`config.mk`:
```
export PLATFORM = sky130hd
export DESIGN_NAME = fir_output_decimator
export DESIGN_NICKNAME = d
export VERILOG_FILES = /design/src/rtl/fir_output_decimator.sv
export SDC_FILE = /design/constraint.sdc
export NUM_CORES = 1
export LEC_CHECK = 0
export CAP_MARGIN = 40
export CORE_UTILIZATION = 37
export DETAILED_ROUTE_END_ITERATION = 7
export GPL_TIMING_DRIVEN = 0
export MAX_ROUTING_LAYER = met4
export PLACE_DENSITY = 0.65
export SYNTH_ARGS = -nofsm -noshare
export SYNTH_HDL_FRONTEND = slang
export SYNTH_SLANG_ARGS = --single-unit
```
`constraint.sdc`:
```
create_clock -name clk -period 3.07 [get_ports clk]
set_input_delay 0.307 -clock clk [delete_from_list [all_inputs] [get_ports clk]]
set_output_delay 0.307 -clock clk [all_outputs]
set_load 0.005 [all_outputs]
```
`src/rtl/fir_output_decimator.sv`:
```
// fir_output_decimator: drops FIR warm-up samples, rounds/rescales, decimates and queues results in a FWFT FIFO.
// Optional output saturation is enabled by defining FIR_OUT_SAT_EN.
module fir_output_decimator #(
  parameter int IN_WIDTH  = 32,
  parameter int OUT_WIDTH = 16,
  parameter int SHIFT     = 15,
  parameter int DECIM     = 4,
  parameter int WARMUP    = 8,
  parameter int DEPTH     = 8
) (
  input  logic                         clk,
  input  logic                         reset,
  input  logic [IN_WIDTH-1:0]          in_sample,
  input  logic                         in_valid,
  output logic [OUT_WIDTH-1:0]         out_data,
  output logic                         out_valid,
  input  logic                         out_ready,
  output logic [$clog2(DEPTH+1)-1:0]   fifo_level,
  output logic                         overflow,
  output logic                         sat_hit
);
  localparam int AW = $clog2(DEPTH);
  localparam int LW = $clog2(DEPTH + 1);
  localparam int WW = WARMUP > 0 ? $clog2(WARMUP + 1) : 1;
  localparam int DW = DECIM > 1 ? $clog2(DECIM) : 1;
  localparam logic [IN_WIDTH:0] RND = ({{IN_WIDTH{1'b0}}, 1'b1} << SHIFT) >> 1;
  typedef enum logic {WARM, RUN} state_t;
  localparam state_t INIT = WARMUP == 0 ? RUN : WARM;
  state_t state_q, state_d;
  logic [WW-1:0] warm_q, warm_d;
  logic [DW-1:0] dec_q, dec_d;
  logic keep;
  always_ff @(posedge clk) begin
    if (reset) begin
      state_q <= INIT;
      warm_q  <= '0;
      dec_q   <= '0;
    end else begin
      state_q <= state_d;
      warm_q  <= warm_d;
      dec_q   <= dec_d;
    end
  end
  always_comb begin
    state_d = state_q;
    warm_d  = warm_q;
    dec_d   = dec_q;
    if (in_valid && state_q == WARM) begin
      warm_d  = warm_q + 1'b1;
      state_d = warm_d == WW'(WARMUP) ? RUN : WARM;
    end
    if (in_valid && state_q == RUN) dec_d = dec_q == DW'(DECIM - 1) ? '0 : dec_q + 1'b1;
  end
  always_comb begin
    keep = in_valid && state_q == RUN && dec_q == '0;
  end
  // One guard bit keeps the rounding addend from overflowing the input range.
  logic signed [IN_WIDTH:0] v;
  logic [OUT_WIDTH-1:0] scaled;
  logic clamp;
  assign v = {in_sample[IN_WIDTH-1], in_sample} + RND;
`ifdef FIR_OUT_SAT_EN
  localparam logic signed [IN_WIDTH:0] MAXV = {{(IN_WIDTH-OUT_WIDTH+2){1'b0}}, {(OUT_WIDTH-1){1'b1}}};
  localparam logic signed [IN_WIDTH:0] MINV = ~MAXV;
  logic signed [IN_WIDTH:0] r;
  assign r      = v >>> SHIFT;
  assign clamp  = r > MAXV || r < MINV;
  assign scaled = r > MAXV ? MAXV[OUT_WIDTH-1:0] : r < MINV ? MINV[OUT_WIDTH-1:0] : r[OUT_WIDTH-1:0];
`else
  assign clamp  = 1'b0;
  assign scaled = OUT_WIDTH'(v >>> SHIFT);
`endif
  logic s_valid_q;
  logic [OUT_WIDTH-1:0] s_data_q;
  logic [OUT_WIDTH-1:0] mem [DEPTH];
  logic [AW-1:0] wr_q, rd_q;
  logic [LW-1:0] level_q, level_d;
  logic valid_q, ovf_q, sat_q, pop, push;
  assign pop     = valid_q && out_ready;
  assign push    = s_valid_q && (level_q != LW'(DEPTH) || pop);
  assign level_d = level_q + LW'(push) - LW'(pop);
  always_ff @(posedge clk) begin
    if (reset) begin
      s_valid_q <= 1'b0;
      wr_q      <= '0;
      rd_q      <= '0;
      level_q   <= '0;
      valid_q   <= 1'b0;
      ovf_q     <= 1'b0;
      sat_q     <= 1'b0;
    end else begin
      s_valid_q <= keep;
      if (push) wr_q <= wr_q + 1'b1;
      if (pop) rd_q <= rd_q + 1'b1;
      level_q   <= level_d;
      valid_q   <= level_d != '0;
      ovf_q     <= ovf_q | (s_valid_q & ~push);
      sat_q     <= sat_q | (keep & clamp);
    end
  end
  always_ff @(posedge clk) begin
    if (keep) s_data_q <= scaled;
    if (push) mem[wr_q] <= s_data_q;
  end
  assign out_data   = valid_q ? mem[rd_q] : '0;
  assign out_valid  = valid_q;
  assign fifo_level = level_q;
  assign overflow   = ovf_q;
  assign sat_hit    = sat_q;
endmodule

```
=== Word-level counts from Yosys, hierarchy flattened ===
Memory sizes are Yosys's and may differ from the RTL's. A register that Yosys moved wholly into a read port is not among the register bits.
Cells that the tools add are included.

* Register bits: 36
* RAM bits: 128
* Input bits: 36
* Output and inout bits: 23
* Word-level logic and storage cells: 40
* Memories: 1

{| class="wikitable"
|+ Memories
! memory !! words !! bits a word !! read ports !! clocked after memory_dff !! wr ports !! line !! text
|-
| mem || 8 || 16 || 1 || 1 || 1 || 75 || <nowiki>logic [OUT_WIDTH-1:0] mem [DEPTH];</nowiki>
|}

* Add/subtract/negate cells: 7
* Eq/ne operators: 3
* Multiplexer cells: 7
* Bitwise gates (word level): 4
* Reduce and logical (&&, ||, !) cells: 8

{| class="wikitable"
|+ Operator list
! cell !! number
|-
| $add 31x16->31 const B || 1
|-
| $mux 16 || 1
|-
| $add 3x1->3 const B || 2
|-
| $mux 3 || 2
|-
| $logic_and 1x1->1 || 5
|-
| $add 4x1->4 || 1
|-
| $add 4x1->4 const B || 1
|-
| $eq 4x4->1 const B || 1
|-
| $ne 4x4->1 const B || 1
|-
| $reduce_bool 4->1 || 1
|-
| $sub 4x1->4 || 1
|-
| $mux 1 || 3
|-
| $add 2x1->2 const B || 1
|-
| $eq 2x2->1 const B || 1
|-
| $logic_not 2->1 || 1
|-
| $mux 2 || 1
|-
| $not 1->1 || 2
|-
| $and 1x1->1 || 1
|-
| $logic_or 1x1->1 || 1
|-
| $or 1x1->1 || 1
|}

=== Depth between registers and ports, before layout ===
Gate-level depths: netlist of the first run.

* Depth in word-level cells: 6
* Mapped depth: 10
* Depth with buffers taken out: 10

=== Least setup slack after synthesis of the first run ===
Ideal clock, no wire load.

* Path type: register -> register
* Start point: register level_q[2] (netlist: fifo_level[2])
* End point: memory mem[0][0], enable pin
* Library setup time: 0.409 ns
* Arrival time: 2.265 ns
* Required time: 2.661 ns
* Slack: 0.396 ns
* Stages on the path, launching flop included: 7
* Buffers on the path: 0
* Clock period less this slack: 2.674 ns
* Cells stage by stage: dfxtp_1 inv_1 ha_1 or3b_1 o21ai_2 or2_4 nor3_1

* Longest elaborated chain between the ends: 5

{| class="wikitable"
|+ RTL lines
! item !! line !! text
|-
| start: declaration || 77 || <nowiki>logic [LW-1:0] level_q, level_d;</nowiki>
|-
| start signal: assignment || 95 || <nowiki>level_q <= level_d;</nowiki>
|-
| $ne 4x4->1 || 80 || <nowiki>assign push = s_valid_q && (level_q != LW'(DEPTH) || pop);</nowiki>
|-
| $logic_or 1x1->1 || 80 ||
|-
| $logic_and 1x1->1 || 80 ||
|-
| $mux 1 || 103 || <nowiki>if (push) mem[wr_q] <= s_data_q;</nowiki>
|-
| $mux 1 (not written as such) || 103 ||
|-
| end: declaration || 75 ||
|}

Every way passes these cells.

==> reports/qor.yml, run 1 <==
detailed_routing:
  wl_met2_um: 6240
  drt-total-wl_um: 12100
  drtAntennaViolNets: 0
  via_per_inst: 4.94
  top_layer: "met4"
  drc: 0
  first_pass_iters: 6
  dr_wl_met3_um: 542
  wire_per_inst_um: 17.8
  vias: 3371
  drt_iter0_markers: 273
  wl_met1_um: 5180
place:
  dp_hpwl_um: 8350
  gp_congestion: 0.714
  port_buffers: 42
  placed_cell_area_sq_um: 7590
die:
  initial_core_util: 0.384
  dieWidth_um: 137
  num_io_pins: 59
  dieHeight_um: 137
  rows: 48
  core_area_sq_um: 17500
  dieArea_sq_um: 18700
synth:
  syn_area_sq_um: 6740
  async_flop_share: 0
  synth_warnings: 0
  synth.distinct_cells: 38
  ys_seq_area_frac: 0.710
  ys_ff_latch: 167
  synth_largest_area_cell: "edfxtp_1"
  synth_flop_cell: "edfxtp_1"
  yosysMostFrequentCell: "edfxtp_1"
  synthTopCellsByArea: "edfxtp_1 (64%), mux4_2 (10%), dfxtp_1 (6.8%)"
  synthCells: 374
  synth_edf_count: 144
  synth_top_area_frac: 0.642
  synth_commonest_cells: "edfxtp_1 (144), mux4_2 (31), dfxtp_1 (23)"
  syn-mean-instance-area_sq_um: 18.0
  syn_nets: 421
sta:
  fmax_ghz: 0.377
  drv_slew: 0
  rsz0062_at_grt: "false"
  fin_skew_ps: 7.02
  tightest_slew_ps: 891
  finalSetupTns_ps: 0
  setup_viol: 0
  whs_ps: 488
  max_slew_margin: 0.403
  timing_hold_violations_final: 0
  period_share: 0.864
  period_needed_ps: 2650
pwr:
  leakage_nw: 2.61
  swShare: 0.227
  powerDensity_nw_per_um2: 667
  internal_power_w: 0.00420
  clkPwrFrac: 0.369
  seqPwrFrac: 0.463
  ir_drop_uv: 343
  switchingPower_w: 0.00123
  combPwrFrac: 0.168
clock_tree:
  insertion_delay_ps: 410
  cts_buffers: 17
  cts_setup_buffers: 0
  clockBufferDepth: 2
  cts_resized: 0
  cts_hold_buf: 0
  root_buffer: "clkbuf_16"
  h-tree-depth: 4
  clk_pin_slew_ps: 60
  cts_num_sinks: 167
  cts_tree: "yes"
worst_setup_path:
  crit_cells: 5
  critPathTopFamily: "buffers and inverters"
  crit_chain: "buf_2, mux4_2, mux2i_1, nor2b_1, clkdlybuf4s50_1"
  reg2reg_slack_ps: 590
  worstSetupPathType: "register to primary output"
  reg2reg_depth: 6
  worst_path_largest_cell_delay_ps: 550
  crit_path_end_kind: "primary output"
  cp_num_buf_inv: 2
  critPathMaxFanout: 10
  worst_ep_required_time_ps: 2760
  cpMaxStageDelayCell: "clkdlybuf4s50_1"
  arrival_ps: 2340
  start_kind: "register"
grt:
  grt_pass1_wl_um: 18800
  gr-total-overflow: 0
  track_usage: 0.145
  antenna_found_initial: 0
  grt_pass1_vias: 3487
  grt_max_degree: 18
layout:
  regArea_sq_um: 4780
  fillers: 1455
  fin_nets: 492
  design_area_sq_um: 8160
  area_growth_pct: 21.1
  multi_input_area_sq_um: 1840
  diodes: 0
  fin_util: 0.465
  drive_gt1_frac: 0.201
flow_run:
  cap_violations: 0
min_path:
  hold_path_class: "register to register"
  min_delay_path_depth: 2
run_status:
  outcome: "complete, no violations"
==> cell usage in the layout (no fill, tap or decap), types with 17 or more instances in the layout <==
master,instances
edfxtp_1,144
clkdlybuf4s50_1,42
mux4_2,31
dfxtp_1,23
xnor2_1,17
nand2_1,18
mux2i_1,18
nor2_1,19
clkbuf_16,17
nor2b_1,20
==> tightest hold or removal path, stage by stage, from the launching register on <==
cell and delay, ps:
dfxtp_1 330, a21oi_1 50, nor2_1 70
==> stage by stage <==
stage | power (W) | instances | setup WS [ps]
after global routing | 0.00567 | 682 | 314
final | 0.00544 | 682 | 418
after detailed placement | 0.00351 | 651 | 356
after CTS | 0.00550 | 682 | 385
after floorplan | 0.00314 | 374 | 396
after global placement | 0.00349 | 641 | -1170
==> state kept, by name (all words and copies together), names as in the netlist, named ones only <==
signal      cells
fifo_level      4
overflow        1
out_valid       1
wr_q            3
s_valid_q       1
rd_q            3
warm_q          4
mem           128
s_data_q       16
dec_q           2
state_q         1
==> final cells by class <==
cell class	instances	area share
sequential	167	0.587
multi-input combinational	187	0.226
timing repair buffer	52	0.0663
clock buffer	18	0.0526
tap	225	0.0345
clock inverter	13	0.0163
buffer	15	0.0153
inverter	5	0.00230
==> per-layer routing <==
| metal | vias to the layer above | global-route usage |
|---|---|---|
| li1 | 1590 | - |
| met1 | 1683 | 0.174 |
| met2 | 81 | 0.239 |
| met3 | 17 | 0.0285 |
| met4 | 0 | 0.0580 |
| met5 | - | - |
==> cells by family (layout without fill, tap and decap cells) <==
kind of cell    after synthesis  after routing  synth area share
compound gates               12             12            0.0113
simple gates                 89             89            0.0693
fa+ha+maj                    11             11            0.0215
xor+xnor                     24             24            0.0312
buf+inv                      20            103            0.0214
other cells                   1              1          0.000557
flops                       167            167             0.710
mux                          50             50             0.134
==> final timing paths <==
kind | from | end
setup / recovery | register | out_data[3]
hold / removal | overflow$_SDFF_PP0_ | overflow$_SDFF_PP0_
setup reg to reg | out_valid$_SDFF_PP0_ | mem[0][7]$_DFFE_PP_
hold reg to reg | overflow$_SDFF_PP0_ | overflow$_SDFF_PP0_
==> power groups by stage <==
stage / combinational [W] / sequential, W / clock (W)
3_5_place_dp: 0.000935 / 0.00257 / 0
2_1_floorplan: 0.000584 / 0.00256 / 0
5_1_grt: 0.00101 / 0.00253 / 0.00213
6_report: 0.000913 / 0.00252 / 0.00201
4_1_cts: 0.000938 / 0.00252 / 0.00204
3_3_place_gp: 0.000923 / 0.00257 / 0
Power figures use the tool's default switching activity.
==> run 2, diff against run 1 <==
Settings changed: GPL_TIMING_DRIVEN 0 to not set.
==> reports/qor.yml, run 2 (synthesized netlist as in run 1, its figures left out) <==
run_status:
  outcome: "complete, no violations"
clock_tree:
  cts_num_sinks: 167  # unchanged
  cts_resized: 0  # unchanged
  cts_hold_buf: 0  # unchanged
  insertion_delay_ps: 420  # about the same
  root_buffer: "clkbuf_16"
  cts_buffers: 17  # unchanged
  cts_tree: "yes"
  clk_pin_slew_ps: 60  # about the same
  cts_setup_buffers: 0  # unchanged
  clockBufferDepth: 2  # unchanged
  h-tree-depth: 4  # unchanged
worst_setup_path:
  worst_path_largest_cell_delay_ps: 550  # about the same
  cpMaxStageDelayCell: "mux4_2"
  critPathMaxFanout: 32  # +22
  crit_chain: "buf_12, mux4_2, mux2i_1, nor2b_1, clkdlybuf4s50_1"
  worstSetupPathType: "register to primary output"
  worst_ep_required_time_ps: 2760  # about the same
  start_kind: "register"
  arrival_ps: 2320  # -20 ps
  crit_path_end_kind: "primary output"
die:
  dieWidth_um: 137  # unchanged
  core_area_sq_um: 17500  # unchanged
  num_io_pins: 59  # unchanged
  dieHeight_um: 137  # unchanged
  dieArea_sq_um: 18700  # unchanged
  rows: 48  # unchanged
  initial_core_util: 0.384  # unchanged
grt:
  track_usage: 0.139  # -0.00551
  grt_max_degree: 33  # +15
  gr-total-overflow: 0  # unchanged
  grt_pass1_vias: 3449  # -1.1%
  antenna_found_initial: 0  # unchanged
  grt_pass1_wl_um: 17900  # -4.7%
layout:
  final_common_cell: "edfxtp_1"
  diodes: 0  # unchanged
  fin_nets: 479  # -2.6%
  drive_gt1_frac: 0.181  # -0.0207
  design_area_sq_um: 8020  # -1.7%
  largest-register: "mem"
  area_growth_pct: 19.0
  fillers: 1505  # +3.4%
  largest_reg_flops: 128  # unchanged
  layout_common_cells: "edfxtp_1 (144), clkdlybuf4s50_1 (42), mux4_2 (31)"
  top_regs: "mem x128, s_data_q x16"
place:
  gp_congestion: 0.739  # +3.6%
  dp_hpwl_um: 7100  # -15%
  port_buffers: 42  # unchanged
  placed_cell_area_sq_um: 7440  # -2.1%
detailed_routing:
  via_per_inst: 4.97  # +0.55%
  vias: 3320  # -1.5%
  drtAntennaViolNets: 0  # unchanged
  drt-total-wl_um: 11600  # -4.5%
  drc: 0  # unchanged
  first_pass_iters: 4  # -2
  wire_per_inst_um: 17.4  # -2.5%
  drt_iter0_markers: 198  # -27%
sta:
  fmax_ghz: 0.381  # +0.91%
  fin_skew_ps: 6.91  # -0.107 ps
  period_needed_ps: 2630  # -23.8 ps
  rsz0062_at_grt: "false"
  drv_slew: 0  # unchanged
  timing_hold_violations_final: 0  # unchanged
  max_slew_margin: 0.528  # +0.125
  finalSetupTns_ps: 0  # unchanged
  tightest_slew_ps: 706  # -185 ps
  setup_viol: 0  # unchanged
  period_share: 0.856  # -0.00776
pwr:
  leakage_nw: 2.55  # -2.3%
  report.power.total_w: 0.00548  # +0.70%
  ir_drop_uv: 419  # +22%
  powerDensity_nw_per_um2: 683  # +2.5%
flow_run:
  cap_violations: 0  # unchanged
min_path:
  hold_path_class: "register to register"
[run 2: area by class of cell]
class	instances	area, sq um	share of cell area
clock buffers	18	429	0.0535
flip-flops and latches	167	4790	0.597
clock inverters	12	151	0.0189
repair buffers	54	523	0.0652
well taps	225	282	0.0351
inverters	5	18.8	0.00234
multi-input cells	187	1830	0.228
[run 2: stage by stage]
| step | std cells | utilization | hold WS, ps | worst slack, ps |
|---|---|---|---|---|
| floorplan | 374 | - | 379 | 396 |
| global placement | 638 | 0.424 | 462 | 671 |
| detailed placement | 638 | 0.424 | 485 | 647 |
| CTS | 668 | 0.457 | 494 | 370 |
| global route | 668 | 0.457 | 526 | 301 |
| finish | 668 | 0.457 | 488 | 442 |
[run 2: layer usage]
layer / vias to the layer above / wire length, um / track usage
met5: - / 0 / -
met4: 0 / 161 / 0.0519
met3: 11 / 452 / 0.0348
met2: 69 / 6040 / 0.237
met1: 1684 / 4940 / 0.158
li1: 1556 / - / -
[run 2: worst max-delay path, delay by kind of cell (launching register included)]
kind | cells | cell delay (ps)
mux | 2 | 760
flops | 1 | 340
buf+inv | 2 | 710
simple gates | 1 | 70
[run 2: worst paths after layout]
path | slack [ps] | start | cells after the start | endpoint
min reg2reg | 490 | overflow$_SDFF_PP0_ | 2 | overflow$_SDFF_PP0_
max | 440 | register | 5 | out_data[12]
min | 490 | overflow$_SDFF_PP0_ | 2 | overflow$_SDFF_PP0_
max reg2reg | 870 | fifo_level[2]$_SDFF_PP0_ | 9 | out_valid$_SDFF_PP0_
[run 2: where the power goes]
part	switching (W)	leakage [nW]	internal [W]
sequential	0.0000295	1.48	0.00248
combinational	0.000375	0.785	0.000507
clock	0.000818	0.286	0.00127
total	0.00122	2.55	0.00425
==> run 3, diff against run 2 <==
Settings changed: CORE_UTILIZATION 37 to 57, PLACE_DENSITY 0.65 to 0.89.
==> reports/qor.yml, run 3 (synthesized netlist as in run 1, its figures left out) <==
run_status:
  outcome: "complete, no violations"
worst_setup_path:
  worst_ep_required_time_ps: 2760  # about the same
  worst_path_largest_cell_delay_ps: 600  # +50 ps
  crit_path_end_kind: "primary output"
  cpMaxStageDelayCell: "dfxtp_2"
  critPathMaxFanout: 22  # -31%
  arrival_ps: 2580  # +260 ps
  start_kind: "register"
  worstSetupPathType: "register to primary output"
  crit_chain: "buf_12, mux4_2, mux2i_1, nor2b_1, clkdlybuf4s50_1"
sta:
  period_share: 0.939  # +0.0829
  drv_slew: 0  # unchanged
  whs_ps: 501  # +13.2 ps
  setup_viol: 0  # unchanged
  tightest_slew_ps: 746  # +40.3 ps
  finalSetupTns_ps: 0  # unchanged
  max_slew_margin: 0.501  # -0.0270
  period_needed_ps: 2880  # +254 ps
  rsz0062_at_grt: "false"
  fmax_ghz: 0.347  # -8.8%
  fin_skew_ps: 9.74  # +2.83 ps
  timing_hold_violations_final: 0  # unchanged
pwr:
  powerDensity_nw_per_um2: 699  # +2.3%
  ir_drop_uv: 424  # +1.4%
  leakage_nw: 2.57  # +0.90%
die:
  core_area_sq_um: 11500  # -35%
  dieWidth_um: 111  # -19%
  dieHeight_um: 111  # -19%
  num_io_pins: 59  # unchanged
  dieArea_sq_um: 12300  # -35%
  rows: 39  # -19%
  initial_core_util: 0.587  # +0.203
layout:
  largest_reg_flops: 128  # unchanged
  final_common_cell: "edfxtp_1"
  fillers: 695  # -54%
  layout_common_cells: "edfxtp_1 (144), clkdlybuf4s50_1 (42), mux4_2 (31)"
  area_growth_pct: 18.3
  diodes: 0  # unchanged
  largest-register: "mem"
  instances_no_fill: 591  # -12%
  fin_nets: 482  # +0.63%
  top_regs: "mem x128, s_data_q x16"
  drive_gt1_frac: 0.188  # +0.00691
clock_tree:
  cts_num_sinks: 167  # unchanged
  clk_pin_slew_ps: 60  # about the same
  cts_resized: 0  # unchanged
  clockBufferDepth: 2  # unchanged
  cts_setup_buffers: 0  # unchanged
  cts_hold_buf: 0  # unchanged
  root_buffer: "clkbuf_16"
  h-tree-depth: 4  # unchanged
  cts_buffers: 17  # unchanged
  insertion_delay_ps: 410  # about the same
  cts_tree: "yes"
detailed_routing:
  vias: 3481  # +4.8%
  drtAntennaViolNets: 0  # unchanged
  wire_per_inst_um: 21.5  # +24%
  via_per_inst: 5.89  # +19%
  drt-total-wl_um: 12700  # +9.5%
  drt_iter0_markers: 339  # +71%
  drc: 0  # unchanged
  first_pass_iters: 5  # +1
place:
  dp_hpwl_um: 7240  # +2.0%
  dp.cells: 559  # -12%
  gp_congestion: 0.717  # -3.0%
  port_buffers: 42  # unchanged
grt:
  grt_max_degree: 33  # unchanged
  grt_pass1_wl_um: 19000  # +6.1%
  grt_pass1_vias: 3533  # +2.4%
  gr-total-overflow: 0  # unchanged
  track_usage: 0.222  # +0.0833
  antenna_found_initial: 0  # unchanged
min_path:
  hold_path_class: "register to register"
flow_run:
  cap_violations: 0  # unchanged
-- run 3: worst max-delay path: cells and delay by family, from the launching register on --
| family | cells | cell delay, ps |
|---|---|---|
| mux | 2 | 760 |
| simple gates | 1 | 70 |
| buf+inv | 2 | 710 |
| flops | 1 | 600 |
-- run 3: metal layers --
layer	share of wire	GRT usage	wire (um)	vias up
met1	0.38	0.250	4800	1742
met4	0.020	0.0951	260	0
met3	0.057	0.0481	718	26
li1	-	-	-	1564
met5	0	-	0	-
met2	0.55	0.385	6920	149
-- run 3: report_power, final --
| part | leakage (nW) | total (W) | switching [W] | internal (W) |
|---|---|---|---|---|
| sequential | 1.48 | 0.00253 | 0.0000529 | 0.00248 |
| combinational | 0.801 | 0.000864 | 0.000354 | 0.000510 |
| clock | 0.292 | 0.00218 | 0.000820 | 0.00136 |
| total | 2.57 | 0.00557 | 0.00123 | 0.00434 |
-- run 3: area by class of cell --
class / instances / area, sq um / area share
sequential: 167 / 4790 / 0.601
multi-input combinational: 187 / 1830 / 0.229
timing repair buffer: 57 / 546 / 0.0685
clock buffer: 19 / 433 / 0.0543
clock inverter: 13 / 179 / 0.0225
tap: 143 / 179 / 0.0225
inverter: 5 / 18.8 / 0.00236
-- run 3: worst paths after layout --
path	start	endpoint	slack [ps]	cells past startpoint
max	register	out_data[14]	190	5
min	overflow$_SDFF_PP0_	overflow$_SDFF_PP0_	500	2
max reg2reg	fifo_level[2]$_SDFF_PP0_	out_valid$_SDFF_PP0_	810	9
min reg2reg	overflow$_SDFF_PP0_	overflow$_SDFF_PP0_	500	2
-- run 3: metrics by stage --
step                       util  power, W  area [sq um]  setup slack, ps
after floorplan               -   0.00314          6740              396
after global placement    0.641   0.00341          7360              618
after detailed placement  0.641   0.00344          7360              600
after CTS                 0.695   0.00560          7970              120
after global routing      0.695   0.00575          7970             43.6
final                     0.695   0.00557          7970              188
==> RTL edit 1 (settings of run 3) <==
Make the reset (`reset`) asynchronous in 2 clocked blocks.
--- a/src/rtl/fir_output_decimator.sv
+++ b/src/rtl/fir_output_decimator.sv
@@ -31,5 +31,5 @@
   logic [DW-1:0] dec_q, dec_d;
   logic keep;
-  always_ff @(posedge clk) begin
+  always_ff @(posedge clk or posedge reset) begin
     if (reset) begin
       state_q <= INIT;
@@ -80,5 +80,5 @@
   assign push    = s_valid_q && (level_q != LW'(DEPTH) || pop);
   assign level_d = level_q + LW'(push) - LW'(pop);
-  always_ff @(posedge clk) begin
+  always_ff @(posedge clk or posedge reset) begin
     if (reset) begin
       s_valid_q <= 1'b0;
Formal check against the unedited RTL: no difference found for any inputs over 10 cycles, from zero or initial values and one cycle with reset high; that may be too few to reach the edited logic, so the function may still have changed.
==> RTL edit 1 against run 3 <==
  * Final area fell by 0.13%
  * Routed wire length rose by 3.2%
  * Setup slack improved by 0.28 ns
  * Sequential cell count fell by 3
  * Sequential share of layout area rose by 0.58 points
  * Area after synthesis fell by 0.93%
  * Worst hold slack got worse by 0.17 ns
  * Maximum frequency rose by 11%
  * Highest routed layer unchanged
Power is not compared: it rests on default switching activity, and its combinational part moved more than twofold at a synthesized area within 25%.
==> RTL edit 1: results (changes against run 3) <==
Final layout
The fraction of layout instances using a drive strength above 1 is 15.6% (-3.2 points). The net count of the finished layout came to 485 (+0.62%).

Setup path
The critical path ends at out_data[6]. The endpoint of the worst register-to-register path is out_valid$_DFF_PP0_. The largest fanout on the critical path is 12 (-45%). The reg-to-reg setup timing slack is 0.67 ns (-0.14 ns). The depth of the most critical reg-to-reg path is 8 (-1). The data arrival time of the worst path is 2.29 ns (-0.29 ns).

Place
The global placement routability congestion is 0.784 (+9.4%).

Route
The number of design-rule violations left by the first detailed-router iteration is 329 (-2.9%). The detailed-routed wire length on met3 is 960 um (+34%). The via density per instance was 6.07 (+3.0%). The detail-routed net length per standard cell is 22.1 um (+2.8%).

Timing
The worst clock skew on the final layout came to 0.00584 ns (-0.00391 ns). The actual transition at the worst max-transition pin came to 0.768 ns (+0.0225 ns).

Global route
The total global-route track usage is 24.5% (+2.2 points). The wire length of the first global-routing pass is 19.7 mm (+3.3%). The via count of the first global-routing pass came to 3,699 (+4.7%). The global routing usage on met1 was 27.9% (+2.8 points). The fraction of met2 tracks used by global routing is 40.4% (+2.0 points).

Worst hold path
The path class of the tightest hold or removal check is in -> async.

Synthesis
The synthesized flop and latch total is 164 (-1.8%). The number of distinct library cells after synthesis was 34 (-11%). The post-synthesis adder-cell area fraction is 2.18% (+0.020 points). Yosys attributes the largest share of cell area to sky130_fd_sc_hd__edfxtp_1, sky130_fd_sc_hd__dfrtp_1, sky130_fd_sc_hd__mux2i_1, sky130_fd_sc_hd__mux4_2, sky130_fd_sc_hd__o211a_1. The net count of the mapped netlist is 420 (-0.24%).

The fraction of the yosys area taken by sequential cells came to 72.3% (+1.3 points).

Run status
The run finished with clean final reports.
## RTL edit 1: worst max-delay path, cell delays in order (launching register included)
cell and delay, ns:
sky130_fd_sc_hd__dfrtp_1 0.37, sky130_fd_sc_hd__buf_4 0.21, sky130_fd_sc_hd__and2_1 0.20, sky130_fd_sc_hd__buf_4 0.17
sky130_fd_sc_hd__a22oi_1 0.19, sky130_fd_sc_hd__o211a_1 0.22, sky130_fd_sc_hd__clkdlybuf4s50_1 0.52
## RTL edit 1: area by class of cell
type | count | area (sq um)
Sequential cell | 164 | 4830
Fill cell | 696 | 3460
Multi-Input combinational cell | 186 | 1730
Timing Repair Buffer | 63 | 591
Clock buffer | 17 | 425
Clock inverter | 14 | 188
Tap cell | 143 | 179
Inverter | 6 | 22.5
## RTL edit 1: per-stage QoR
| step | utilization, % | setup WS, ns | instances | hold WS, ns |
|---|---|---|---|---|
| 6_report | 69.7 | 0.470 | 593 | 0.327 |
| 5_1_grt | 69.7 | 0.364 | 593 | 0.405 |
| 4_1_cts | 69.7 | 0.429 | 593 | 0.339 |
| 3_5_place_dp | 64.3 | 0.304 | 562 | 0.481 |
| 3_3_place_gp | 64.3 | 0.374 | 562 | 0.477 |
| 2_1_floorplan | - | 0.461 | 373 | 0.271 |
## RTL edit 1: power breakdown
part	switching, mW	internal (mW)	total, mW
sequential	0.240	2.77	3.01
combinational	1.03	1.18	2.21
clock	0.809	1.35	2.16
## RTL edit 1: logic make-up (layout without fill, tap and decap cells)
kind of cell	count (synthesis)	count (layout)
other	1	1
DFF	164	164
AOI/OAI and AO/OA	39	39
and+or+nand+nor	60	60
buffers and inverters	23	100
adders and majority gates	11	11
muxes	51	51
xor gates and xnor gates	24	24
==> RTL edit 2 (flow settings as in run 3) <==
Made on the original files. Add a define of `FIR_OUT_SAT_EN`.
--- a/src/rtl/fir_output_decimator.sv
+++ b/src/rtl/fir_output_decimator.sv
@@ -1,4 +1,6 @@
 // fir_output_decimator: drops FIR warm-up samples, rounds/rescales, decimates and queues results in a FWFT FIFO.
 // Optional output saturation is enabled by defining FIR_OUT_SAT_EN.
+`define FIR_OUT_SAT_EN
+
 module fir_output_decimator #(
   parameter int IN_WIDTH  = 32,
Function: changed (Yosys sat finds a counterexample within 10 cycles, from zero or initial values and one cycle with reset high).
==> RTL edit 2 against run 3 <==
  * Register-to-register slack worse by 0.43 ns
  * Count of clock-buffer cells in the layout is the same
  * Combinational power grew 16%
  * Total power is 2.3% lower
  * Setup slack better by 0.19 ns
  * Routed wire length increased by 2.1%
  * Highest routed layer unchanged
  * Sequential cell count increased by 1
  * Global-route usage up 0.39 points
  * Clock skew down 0.00078 ns
  * Area after synthesis grew 5.1%
  * Non-clock buffer count increased by 4
  * Final area grew 4.6%
==> RTL edit 2: results (changes against run 3) <==
Run status
The flow ran to the end, and the final reports show no timing, DRC or antenna violations.

Route
The detailed-routing iteration count for the pre-antenna-repair pass is 4 (-1). The via density per instance came to 5.74 (-2.6%). The number of design-rule violations left by the first detailed-router iteration is 332 (-2.1%).

Final layout
The share of the final layout cell area in sequential cells is 57.6% (-2.4 points). The fraction of area in multi-input gates was 25.8% (+2.9 points). The share of final layout cell area taken by non-clock buffers is 6.96% (+0.12 points). The number of standard cells in the final layout excluding fillers came to 673 (+14%).

The count of inverters other than clock inverters in the layout is 13 (+8). The number of non-clock buffers in the layout came to 61 (+7.0%). The filler cell count in the final layout is 762 (+9.6%). The clock-cell share of area was 6.45% (-1.2 points).

Synthesis
The mean instance size in the synthesized netlist is 16.5 sq um (-8.4%). The fraction of the yosys area taken by sequential cells is 67.9% (-3.2 points). Counting instances in the post-synthesis netlist gives the leading cell types as sky130_fd_sc_hd__edfxtp_1, sky130_fd_sc_hd__mux4_2, sky130_fd_sc_hd__nor2_1. The number of distinct library cells after synthesis is 48 (+26%). Sorting the synthesized cells by area gives the leading types as sky130_fd_sc_hd__edfxtp_1, sky130_fd_sc_hd__mux4_2, sky130_fd_sc_hd__dfxtp_1, sky130_fd_sc_hd__mux2i_1, sky130_fd_sc_hd__ha_1. The net count of the mapped netlist came to 477 (+13%).

Place
The cell total after placement is 641 (+15%). The number of I/O port buffers came to 44 (+4.8%). The minimum setup slack after placement is 0.0770 ns (-0.523 ns). The HPWL after detailed placement was 8.11 mm (+12%).

The global placement routability congestion is 0.767 (+7.0%).

Global route
The total global-route track usage came to 22.6% (+0.39 points). The wire length of the first global-routing pass was 20.5 mm (+7.8%). The via count of the first global-routing pass is 3,986 (+13%).

Clock network
The clock sink total is 168 (+0.60%).

Setup path
The reg-to-reg setup timing slack came to 0.38 ns (-0.43 ns). The data arrival time of the worst path is 2.99 ns (+0.41 ns).

Timing
The relative slew slack is 64.4% (+14 points). The final-layout worst hold slack is 0.483 ns (-0.0187 ns). The portion of the clock cycle consumed by the worst path in the final layout came to 87.7% (-6.2 points).

Power and ir drop
The clock-net power is 1.92 mW (-12%). The clock group share of total power is 35.2% (-3.9 points). The leakage power figure is 2.70 nW (+4.9%). The worst-case vdd ir drop is 0.378 mV (-11%).

Worst hold path
The worst hold path terminates at dec_q[1]$_SDFFE_PP0P_. The start point of the worst min-delay path is dec_q[1]$_SDFFE_PP0P_.

Floorplanning
The horizontal die dimension is 113 um (+2.5%).
[RTL edit 2: cell types whose count changed in the layout (fill, tap and decap cells not counted), moves of 5 or more]
cell,delta
sky130_fd_sc_hd__a21oi_1,+6
sky130_fd_sc_hd__inv_1,+7
sky130_fd_sc_hd__xnor2_1,-6
sky130_fd_sc_hd__xor2_1,+5
sky130_fd_sc_hd__nor4b_1,+5
sky130_fd_sc_hd__o22ai_1,+5
sky130_fd_sc_hd__nor2_1,+8
[RTL edit 2: logic make-up (layout without fill, tap and decap cells)]
| family | count (synthesis) | count (layout) | share of synthesized area, % |
|---|---|---|---|
| buf+inv | 30 | 106 | 1.86 |
| mux | 49 | 49 | 12.6 |
| compound gates | 33 | 33 | 3.04 |
| fa+ha+maj | 12 | 12 | 2.23 |
| flops | 168 | 168 | 67.9 |
| simple gates | 113 | 113 | 9.21 |
| xor+xnor | 24 | 24 | 3.23 |
[RTL edit 2: worst max-delay path: stages, from the launching register on]
cell,delay [ns]
sky130_fd_sc_hd__dfxtp_1,0.34
sky130_fd_sc_hd__inv_1,0.07
sky130_fd_sc_hd__ha_1,0.22
sky130_fd_sc_hd__a31oi_1,0.18
sky130_fd_sc_hd__inv_1,0.10
sky130_fd_sc_hd__ha_1,0.27
sky130_fd_sc_hd__inv_1,0.06
sky130_fd_sc_hd__ha_1,0.16
sky130_fd_sc_hd__inv_1,0.06
sky130_fd_sc_hd__fa_1,0.37
sky130_fd_sc_hd__xor2_1,0.16
sky130_fd_sc_hd__nor2_1,0.07
sky130_fd_sc_hd__or4_1,0.50
[RTL edit 2: layer usage]
layer  global-route usage (%)  vias up  wire length, um
li1                         -     1791                -
met1                     26.5     1916             5260
met2                     39.0      141             6890
met3                     4.78       13              684
met4                     8.07        0              136
met5                        -        -                0
